File: config.mk
export PLATFORM = sky130hd
export DESIGN_NAME = image_generator
export DESIGN_NICKNAME = d
export VERILOG_FILES = /design/src/rtl/image_generator.sv
export SDC_FILE = /design/constraint.sdc
export NUM_CORES = 1
export LEC_CHECK = 0
export CORE_MARGIN = 3
export CORE_UTILIZATION = 40
export CTS_CLUSTER_DIAMETER = 120
export DETAILED_ROUTE_END_ITERATION = 12
export HOLD_SLACK_MARGIN = 0.06
export PLACE_DENSITY = 0.78
export RECOVER_POWER = 100
export SETUP_SLACK_MARGIN = 0.05
export SLEW_MARGIN = 5
export SYNTH_ARGS = -nofsm -noshare
export SYNTH_HDL_FRONTEND = slang
export SYNTH_SLANG_ARGS = --single-unit
File: constraint.sdc
create_clock -name clock -period 3.8 [get_ports clock]
set_input_delay 0.76 -clock clock [delete_from_list [all_inputs] [get_ports clock]]
set_output_delay 0.76 -clock clock [all_outputs]
set_load 0.01 [all_outputs]
File: src/rtl/image_generator.sv
// Raster RGB test-pattern source feeding the processing core's input FIFO; also publishes the stream geometry.
// Latency: the first pixel is offered in the first cycle after reset; afterwards one pixel per clock.
// Backpressure: fifo_full stalls writes in the same cycle with zero latency, and the counters hold.
module image_generator #(
    parameter int DWIDTH     = 24,
    parameter int IMG_WIDTH  = 640,
    parameter int IMG_HEIGHT = 480,
    parameter int NUM_FRAME  = 1,
    parameter int MEDIA_TYPE = 0
) (
    input  logic              clock,
    input  logic              reset,
    output logic [10:0]       width,
    output logic [10:0]       height,
    output logic [10:0]       num_frame,
    output logic              media_type,
    input  logic              fifo_full,
    output logic [DWIDTH-1:0] fifo_data,
    output logic              fifo_wrreq
);

    localparam logic [0:0] GEN  = 1'b0;
    localparam logic [0:0] DONE = 1'b1;

    // An empty stream never leaves DONE, so the wrapped "last" values below are never used.
    localparam bit          EMPTY  = (IMG_WIDTH == 0) || (IMG_HEIGHT == 0) || (NUM_FRAME == 0);
    localparam logic [10:0] X_LAST = 11'(IMG_WIDTH - 1);
    localparam logic [10:0] Y_LAST = 11'(IMG_HEIGHT - 1);
    localparam logic [10:0] F_LAST = 11'(NUM_FRAME - 1);

    logic [10:0] x;
    logic [10:0] y;
    logic [10:0] f;
    logic [0:0]  state;

    assign width      = 11'(IMG_WIDTH);
    assign height     = 11'(IMG_HEIGHT);
    assign num_frame  = 11'(NUM_FRAME);
    assign media_type = 1'(MEDIA_TYPE);

    // Gating with reset keeps the strobe quiet during the reset cycle itself, before state has been cleared.
    assign fifo_wrreq = !reset && (state == GEN) && !fifo_full;

    always_comb begin
        fifo_data = '0;
        if (!reset) begin
            fifo_data[23:16] = x[7:0];
            fifo_data[15:8]  = y[7:0];
            fifo_data[7:0]   = f[7:0];
        end
    end

    always_ff @(posedge clock) begin
        if (reset) begin
            x     <= '0;
            y     <= '0;
            f     <= '0;
            state <= EMPTY ? DONE : GEN;
        end else if (fifo_wrreq) begin
            if (x < X_LAST) begin
                x <= x + 11'd1;
            end else begin
                x <= '0;
                if (y < Y_LAST) begin
                    y <= y + 11'd1;
                end else begin
                    y <= '0;
                    if (f < F_LAST) begin
                        f <= f + 11'd1;
                    end else begin
                        // The final pixel keeps its counter values; only the state changes.
                        x     <= x;
                        y     <= y;
                        state <= DONE;
                    end
                end
            end
        end
    end

endmodule

==> flow_metrics.env, run 1 <==
export IMPL_outcome="completed"
export IMPL_number_of_cts_inserted_buffers=3
export IMPL_hold_path_class="reg -> reg"
export IMPL_area_growth_pct=5.55
export IMPL_numPlacedInstances=251
export IMPL_net_count_reported_at_finish=213
export IMPL_die_w_um=68.8
export IMPL_worst_path_buf_inv=3
export IMPL_avgViaCountPerCell=4.73
export IMPL_layout_area_seq_um2=460
export IMPL_switching_power_mw=0.114
export IMPL_maxCapViolations=0
export IMPL_detailed_place_area_mm2=0.00166
export IMPL_synth_common_cells="buf_4, dfxtp_1, nand3_1"
export IMPL_syn_instance_count=189
export IMPL_maxSlewViolCount=0
export IMPL_first_global_vias=1029
export IMPL_period_share_pct=85.6
export IMPL_grt_overflow_total=0
export IMPL_required_time_reported_for_the_critical_path_endpoint_ns=3.04
export IMPL_max_clock_freq_mhz=308
export IMPL_global_route_usage_total_pct=12.8
export IMPL_crit_path_end_kind="output port"
export IMPL_clock_root_buffer="clkbuf_8"
export IMPL_timing_critical_path_mode_cell="dlygate4sd3_1"
export IMPL_synth_top_flop_cell="dfxtp_1"
export IMPL_post_cts_repair_setup_buffers=0
export IMPL_port_buffers=19
export IMPL_startpoint_type="primary input"
export IMPL_final_layout_size_suffix_gt1_share_pct=6.76
export IMPL_cts_clk_slew_worst_paths_ns=0.08
export IMPL_mappedNetlistArea_mm2=0.00158
export IMPL_ys_warnings_count=0
export IMPL_timing_setup_critical_path_class="in -> out"
export IMPL_critPathMaxStageDelay_ns=0.68
export IMPL_post_synth_main_area_contributors="dfxtp_1, buf_4, nor2b_1"
export IMPL_dpl_hpwl_um=2100
export IMPL_critical_path_slowest_cell="dlygate4sd3_1"
export IMPL_max_vdd_ir_drop_v=0.000106
export IMPL_leakagePower_nw=0.723
export IMPL_timing_setup_tns_ns=0
export IMPL_detailedRoute_firstIterationViolations=64
export IMPL_number_of_synthesized_flops_with_an_enable_pin=0
export IMPL_via_count=1205
export IMPL_clk_insertion_delay_late_ns=0.26
export IMPL_routed_wire_length_per_instance_um=11.0
export IMPL_swShare_pct=25.8
export IMPL_ctsLongestPathBuffers=2
export IMPL_ctsHtreeMaxLevel=1
export IMPL_cts_resized=0
export IMPL_clock_power_share_pct=34.0
export IMPL_timing_max_slew_rel_slack_pct=38.8
export IMPL_synth_sequential_area_ratio_pct=29.2
export IMPL_io_pins=62
export IMPL_timing_final_hold_violations=0
export IMPL_synth_async_reset_ratio_pct=0
export IMPL_fp_dieH_um=68.8
export IMPL_cp_max_fo=26
export IMPL_total_area_of_multi_input_combinational_cells_um2=888
export IMPL_crit_path_cell_trace="dlygate4sd3_1 > buf_4 > nor2b_1 > dlygate4sd3_1"
export IMPL_final_instance_count_excl_fill=255
export IMPL_cts_tree="built"
export IMPL_ys_types=45
export IMPL_antenna_found_initial=0
export IMPL_skew_ns=0.00277
export IMPL_finalWeightedCongestion=0.842
export IMPL_postSynthAreaPerCell_um2=8.35
export IMPL_diodes=0
export IMPL_start_util_pct=42.2
export IMPL_critical_path_s_top_delay_family="buffers and inverters"
export IMPL_timing_final_setup_violations=0
export IMPL_yosysTopAreaCellShare_pct=29.2
export IMPL_route_detailed_drc=0
export IMPL_detail_route_wirelength_um=2800
export IMPL_fill_cells=382
export IMPL_finish_instance_area_mm2=0.00167
export IMPL_flip_flop_and_latch_count_after_synthesis=23
export IMPL_core_ar_mm2=0.00374
export IMPL_internal_power_mw=0.328
export IMPL_rsz0062_at_grt="false"
export IMPL_timing_final_crit_period_ns=3.25
export IMPL_pwr_density_cell_mw_per_mm2=265
export IMPL_comb_power_share_pct=10.4
export IMPL_power_sequential_fraction_pct=55.7
export IMPL_worst_pin_slew_ns=0.914
export IMPL_fp_row_count=22
export IMPL_most_frequent_cell_after_synthesis="buf_4"
export IMPL_maximum_number_of_pins_on_one_net_before_global_route_repair=27
export IMPL_postRouteAntennaNets=0
export IMPL_cts_hold_buffers=0
export IMPL_post_synthesis_cell_type_with_the_largest_combined_area="dfxtp_1"
export IMPL_cts_sinks=23
export IMPL_critPathArrivalTime_ns=2.49
export IMPL_number_of_detailed_route_iterations_in_the_first_pass=4
export IMPL_die_area_mm2=0.00474
export IMPL_grt_pass1_wl_um=4610
-- logic make-up (layout without fill, tap and decap cells) --
logic type                 after synthesis  after routing  synth area share (%)
other                                    2             42                 0.476
and+or+nand+nor                         83             83                  31.7
AOI/OAI and AO/OA                       20             20                  9.51
adders and majority gates                2              2                  1.58
DFF                                     23             23                  29.2
muxes                                    5              5                  3.41
xor gates and xnor gates                 4              4                  2.22
buffers and inverters                   50             28                  21.9
-- sequential cells by signal (all words and copies together), names as in the netlist --
| register | count |
|---|---|
| x | 11 |
| state | 1 |
| y | 11 |
-- per-stage QoR --
step / setup slack, ns / hold WS, ns / util (%) / power [mW]
6_report: 0.548 / 0.471 / 44.5 / 0.442
2_1_floorplan: 1.62 / 0.439 / - / 0.319
5_1_grt: 0.464 / 0.483 / 44.5 / 0.467
4_1_cts: 0.710 / 0.475 / 45.4 / 0.447
3_3_place_gp: 0.744 / 0.454 / 44.2 / 0.298
3_5_place_dp: 0.734 / 0.462 / 44.2 / 0.298
-- worst reg2reg max path, delay by kind of cell, from the launching register on --
| family | cells | cell delay, ns |
|---|---|---|
| and+or+nand+nor | 4 | 1.22 |
| DFF | 1 | 0.35 |
| muxes | 1 | 0.34 |
-- layer usage --
metal  wire length [µm]  track usage, %
met5                  0               0
met4                 44            7.06
met3                177            2.11
met2               1280            19.9
met1               1290            16.8
-- placed cells by master (no fill, tap or decap), types with 2 or more instances in the layout --
master and count:
xnor2_1 4, nand3_1 20, nor2b_1 16, inv_1 4
or3_1 3, a31oi_1 3, dlygate4sd3_1 18, a22oi_1 2
mux2_1 2, nor3_1 4, o21ai_0 3, nand4_1 5
a21o_1 2, conb_1 42, or2_2 3, nor4_1 3
nand2_1 7, ha_1 2, clkbuf_8 3, mux2i_1 2
a21oi_1 2, and3_1 2, dfxtp_1 23, nor2_1 11
-- worst paths after layout --
check,depth (start not counted),slack (ns),to,from
hold reg to reg,1,0.47,y[9],y[9]
setup reg to reg,5,1.78,y[4],state
hold / removal,1,0.47,y[9],y[9]
setup / recovery,4,0.55,fifo_data[9],reset
-- power by group through the flow --
stage	Sequential [mW]	Clock [mW]	Combinational, mW
floorplan	0.251	0	0.0679
global placement	0.252	0	0.0458
detailed placement	0.252	0	0.0465
CTS	0.246	0.154	0.0466
global route	0.247	0.168	0.0529
finish	0.246	0.150	0.0459
-- cell type report --
type / instances / share of cell area [%]
clock buffer: 4 / 2.70
inverter: 4 / 0.901
multi-input combinational: 156 / 53.3
sequential: 23 / 27.6
tap: 48 / 3.60
timing repair buffer: 20 / 11.9
Power figures use the tool's default switching activity.
==> run 2, diff against run 1 <==
--- a/config.mk
+++ b/config.mk
@@ -13,6 +13,7 @@
 export PLACE_DENSITY = 0.78
 export RECOVER_POWER = 100
 export SETUP_SLACK_MARGIN = 0.05
+export SKIP_LAST_GASP = 1
 export SLEW_MARGIN = 5
 export SYNTH_ARGS = -nofsm -noshare
 export SYNTH_HDL_FRONTEND = slang
==> results of run 2 <==
Same layout as run 1: the final DEF is identical, and so are final timing and power.
==> run 3, diff against run 2 <==
--- a/config.mk
+++ b/config.mk
@@ -6,11 +6,11 @@
 export NUM_CORES = 1
 export LEC_CHECK = 0
 export CORE_MARGIN = 3
-export CORE_UTILIZATION = 40
+export CORE_UTILIZATION = 34
 export CTS_CLUSTER_DIAMETER = 120
 export DETAILED_ROUTE_END_ITERATION = 12
 export HOLD_SLACK_MARGIN = 0.06
-export PLACE_DENSITY = 0.78
+export PLACE_DENSITY = 0.69
 export RECOVER_POWER = 100
 export SETUP_SLACK_MARGIN = 0.05
 export SKIP_LAST_GASP = 1
==> run 3 against run 2 <==
  * Sequential power barely moved
  * Non-clock buffer count rose by 1
  * Design area grew 0.53%
  * Flip-flop and latch count unchanged
  * Setup slack worse by 0.038 ns
  * Core utilization shrank 6.6 points
  * Critical path depth stayed put
  * Die area is 16% higher
  * Global-route usage decreased by 2.3 points
==> flow_metrics.env, run 3 (synthesized netlist as in run 1, its figures left out) <==
export IMPL_grt_pass1_wl_um=4570
export IMPL_area_growth_pct=6.10
export IMPL_timing_setup_tns_ns=0
export IMPL_via_count=1214
export IMPL_grt_overflow_total=0
export IMPL_critPathArrivalTime_ns=2.53
export IMPL_start_util_pct=35.8
export IMPL_postRouteAntennaNets=0
export IMPL_cts_sinks=23
export IMPL_skew_ns=0.00472
export IMPL_use_met3_pct=3.11
export IMPL_outcome="completed"
export IMPL_hold_path_class="reg -> reg"
export IMPL_clock_root_buffer="clkbuf_8"
export IMPL_reg_largest_list="x (11), y (11), state (1)"
export IMPL_route_detailed_drc=0
export IMPL_leakagePower_nw=0.688
export IMPL_max_clock_freq_mhz=304
export IMPL_ctsHtreeMaxLevel=1
export IMPL_critical_path_s_top_delay_family="buffers and inverters"
export IMPL_worst_path_buf_inv=3
export IMPL_timing_final_hold_violations=0
export IMPL_required_time_reported_for_the_critical_path_endpoint_ns=3.04
export IMPL_r2r_end="y[2]"
export IMPL_die_w_um=74.2
export IMPL_min_to="y[9]"
export IMPL_cp_max_fo=14
export IMPL_port_buffers=19
export IMPL_cts_clk_slew_worst_paths_ns=0.09
export IMPL_timing_final_crit_period_ns=3.29
export IMPL_crit_path_cell_trace="clkdlybuf4s50_1 > clkbuf_1 > nor2b_1 > dlygate4sd3_1"
export IMPL_gr_usage_met2_pct=17.7
export IMPL_max_vdd_ir_drop_v=0.0000892
export IMPL_detail_route_wirelength_um=2910
export IMPL_startpoint_type="primary input"
export IMPL_most_common_layout_cells="conb_1, dfxtp_1, nand3_1"
export IMPL_rsz0062_at_grt="false"
export IMPL_maxCapViolations=0
export IMPL_net_count_reported_at_finish=214
export IMPL_utilization_pct=38.0
export IMPL_timing_final_setup_violations=0
export IMPL_dpl_hpwl_um=2220
export IMPL_die_area_mm2=0.00550
export IMPL_r2r_start="x[3]"
export IMPL_antenna_found_initial=0
export IMPL_cts_tree="built"
export IMPL_fp_row_count=24
export IMPL_maxSlewViolCount=0
export IMPL_post_cts_repair_setup_buffers=0
export IMPL_worst_pin_slew_ns=0.859
export IMPL_finalWeightedCongestion=0.778
export IMPL_cts_resized=0
export IMPL_clk_insertion_delay_late_ns=0.27
export IMPL_min_delay_start="y[9]"
export IMPL_number_of_cts_inserted_buffers=3
export IMPL_layout_cells_most_common="conb_1"
export IMPL_fp_dieH_um=74.2
export IMPL_globalRoute_busiestLayer="met2"
export IMPL_critPathMaxStageDelay_ns=0.63
export IMPL_rr_worst_depth=5
export IMPL_final_layout_size_suffix_gt1_share_pct=6.73
export IMPL_number_of_detailed_route_iterations_in_the_first_pass=4
export IMPL_core_ar_mm2=0.00441
export IMPL_pwr_density_cell_mw_per_mm2=268
export IMPL_diodes=0
export IMPL_setup_reg_to_reg_worst_slack_ns=1.73
export IMPL_io_pins=62
export IMPL_grt_util_met1_pct=13.1
export IMPL_avgViaCountPerCell=4.67
export IMPL_maximum_number_of_pins_on_one_net_before_global_route_repair=17
export IMPL_critical_path_slowest_cell="dlygate4sd3_1"
export IMPL_timing_max_slew_rel_slack_pct=42.5
export IMPL_fin_total_pwr_mw=0.448
export IMPL_routed_wire_length_per_instance_um=11.2
export IMPL_global_route_usage_total_pct=10.5
export IMPL_ctsLongestPathBuffers=2
export IMPL_whs_path_depth=1
export IMPL_first_global_vias=1056
export IMPL_period_share_pct=86.6
export IMPL_crit_path_end_kind="output port"
export IMPL_detailedRoute_firstIterationViolations=69
export IMPL_cts_hold_buffers=0
export IMPL_timing_setup_critical_path_class="in -> out"
## run 3: cell count changes in the layout (fill, tap and decap cells not counted)
cell | before | now
clkinvlp_4 | 0 | 1
clkdlybuf4s50_1 | 1 | 11
dlygate4sd3_1 | 18 | 8
clkbuf_1 | 1 | 2
buf_4 | 1 | 0
## run 3: area by class of cell
cell class                      count  area (µm²)
Inverter                            4        15.0
Clock buffer                        3        41.3
Timing Repair Buffer               21         198
Clock inverter                      1        7.51
Multi-Input combinational cell    156         888
Fill cell                         474        2740
Sequential cell                    23         460
Tap cell                           52        65.1
## run 3: per-stage QoR
stage          worst slack [ns]  instances  area, µm²  hold WS, ns
5_1_grt                   0.380        260       1680        0.479
6_report                  0.511        260       1680        0.476
4_1_cts                   0.790        260       1720        0.474
3_5_place_dp              0.790        256       1670        0.460
2_1_floorplan              1.62        229       1730        0.439
3_3_place_gp              0.806        256       1670        0.452
## run 3: metal layers
metal,part of all wire (%),vias up
met4,0.69,0
met2,47,43
li1,-,611
met5,0,-
met3,7.2,2
met1,45,558
## run 3: power by group
| group | switching, mW | internal (mW) |
|---|---|---|
| sequential | 0.00319 | 0.243 |
| clock | 0.0817 | 0.0742 |
| combinational | 0.0353 | 0.0107 |
## run 3: how the worst max path moves through the flow
| stage | start | end | slack, ns | cells past startpoint |
|---|---|---|---|---|
| 3_5_place_dp | reset | fifo_wrreq | 0.79 | 3 |
| 5_1_grt | reset | fifo_data[12] | 0.38 | 4 |
| 2_1_floorplan | reset | fifo_data[11] | 1.62 | 3 |
| 4_1_cts | reset | fifo_wrreq | 0.79 | 3 |
| 6_report | reset | fifo_data[9] | 0.51 | 4 |
| 3_3_place_gp | reset | fifo_wrreq | 0.81 | 3 |
## run 3: worst reg2reg max path, cell delays in order (launching register included)
cell and delay, ns:
dfxtp_1 0.44, nand4_2 0.19, o21a_4 0.28, nor3_1 0.53
nand2_1 0.18, mux2_1 0.33
==> RTL change, RTL diff (flow settings as in run 2) <==
Make the reset (`reset`) asynchronous in one clocked block.
--- a/src/rtl/image_generator.sv
+++ b/src/rtl/image_generator.sv
@@ -50,7 +50,7 @@
         end
     end
 
-    always_ff @(posedge clock) begin
+    always_ff @(posedge clock or posedge reset) begin
         if (reset) begin
             x     <= '0;
             y     <= '0;
Formal check against the unedited RTL: same outputs for any inputs over 10 cycles, from zero or initial values and one cycle with reset high; that may be too few to reach the edited logic, so the function may still have changed.
==> RTL change against run 2 <==
Non-clock buffer count unchanged. Setup slack got worse by 0.042 ns. Area after synthesis is the same. Total power up 1.3%. Routed wire length shrank 3.4%. Final area fell by 0.38%. Register-to-register slack worse by 0.61 ns. Sequential cell count did not move. Largest power group unchanged. Via count is 7.6% lower.
==> RTL change: results (changes against run 2) <==
INFO  metric antennaDiodeCount = 0 (unchanged)
INFO  metric drt-vias-per-instance = 4.76 (+0.74%)
INFO  metric netlist_top_cells_area = dfrtp_1 36%, buf_4 20%, nor2b_1 4.4%
INFO  metric largest_regs = x: 11 flops, y: 11 flops, state: 1 flops
INFO  metric cts_buffer_depth = 2 (unchanged)
INFO  metric tritoncts.num_buffers = 3 (unchanged)
INFO  metric synth_seq_area_share = 36.5% (+7.3 points)
INFO  metric grt_use_met3 = 2.27% (+0.16 points)
INFO  metric slew_headroom = 43.4% (+4.6 points)
INFO  metric critical_path.slowest_cell = dlygate4sd3_1
INFO  metric leakage_component_of_the_power = 0.000844 µW (+17%)
INFO  metric first_global_vias = 958 (-6.9%)
INFO  metric postSynth.asyncResetShare = 100% (+100 points)
INFO  metric global_routing_usage_on_met1 = 15.4% (-1.4 points)
INFO  metric peak_per_stage_delay_on_the_critical_path = 0.63 ns (-0.05 ns)
INFO  metric route.met3.wl = 145 µm (-18%)
INFO  metric irDropWorstVdd = 0.000124 V (+17%)
INFO  metric place_hpwl = 2070 µm (-1.2%)
INFO  metric ys_types = 39 (-13%)
INFO  metric drt_iter0_drc = 46 (-28%)
INFO  metric fin_nets = 192 (-9.9%)
INFO  metric routed_wl = 2710 µm (-3.4%)
INFO  metric crit_fanout = 18 (-31%)
INFO  metric grt_pass1_wl = 4270 µm (-7.3%)
INFO  metric result_of_the_run = finished clean
INFO  metric drt-met1-wl = 1170 µm (-9.5%)
INFO  metric cts.root.buffer_cell = clkbuf_8
INFO  metric gpl.final_weighted_congestion = 0.858 (+1.9%)
INFO  metric clk_latency = 0.26 ns (about the same)
INFO  metric gr-usage-all-layers = 11.9% (-0.91 points)
INFO  metric final_layout_size_suffix_gt1_share = 4.84% (-1.9 points)
INFO  metric slew_violations = 0 (unchanged)
INFO  metric hold_path.class = register to register
INFO  metric clkSlewWorstSetupHoldPaths = 0.08 ns (about the same)
INFO  metric route.top_layer_used = met4
INFO  metric maximum_number_of_pins_on_one_net_before_global_route_repair = 24 (-11%)
INFO  metric drtPass1Iterations = 4 (unchanged)
INFO  metric numPortBuffers = 19 (unchanged)
INFO  metric netlist_top_cells_count = 42 x buf_4, 23 x dfrtp_1, 11 x nor2b_1
INFO  metric met2_routed_wl = 1380 µm (+7.3%)
INFO  metric skew = 0.00174 ns (-0.00103 ns)
INFO  metric grt.met2_usage = 19.3% (-0.60 points)
INFO  metric h-tree-depth = 1 (unchanged)
INFO  metric post_dp_cell_area = 1650 µm² (-0.23%)
INFO  metric synth_ff_type = dfrtp_1
## RTL change: cell types whose count changed after synthesis, sizes merged, moves of 3 or more
cell	change
a31oi	-3
and2b	+6
and3	+4
dfrtp	+23
dfxtp	-23
nand3	-14
nand4	-4
nor2	-3
nor2b	-5
xnor2	-4
xor2	+7
## RTL change: worst paths after layout
check	from	endpoint	slack [ns]	cells past startpoint
setup / recovery	reset	fifo_data[21]	0.51	4
hold / removal	y[9]	y[9]	0.41	0
setup reg to reg	x[2]	x[0]	1.17	5
hold reg to reg	y[9]	y[9]	0.41	0
max in group asynchronous	reset	y[0]	1.81	3
min in group asynchronous	reset	y[7]	1.46	3
## RTL change: layout make-up
type | count | area (µm²)
multi-input cells | 135 | 771
clock buffers | 4 | 45.0
flip-flops and latches | 23 | 576
repair buffers | 20 | 194
fillers | 376 | 2080
well taps | 48 | 60.1
inverters | 4 | 15.0
## RTL change: through the flow
step	setup slack (ns)	utilization, %	instances
global placement	0.676	44.1	230
floorplan	1.41	-	209
finish	0.506	44.4	234
CTS	0.638	45.3	234
detailed placement	0.650	44.1	230
global route	0.325	44.4	234
## RTL change: cells by family after synthesis
family,Yosys count,synth area share (%)
and+or+nand+nor,60,22.7
buffers and inverters,51,22.2
DFF,23,36.4
AOI/OAI and AO/OA,22,11.3
xor gates and xnor gates,7,3.88
adders and majority gates,2,1.58
other,2,0.476
muxes,2,1.43
## RTL change: power breakdown
part	internal [µW]	leakage (µW)	total, µW	switching, µW
clock network	74.6	0.0000228	145	70.9
registers	249	0.000292	254	5.50
logic	14.7	0.000530	48.1	33.5
total	338	0.000844	448	110
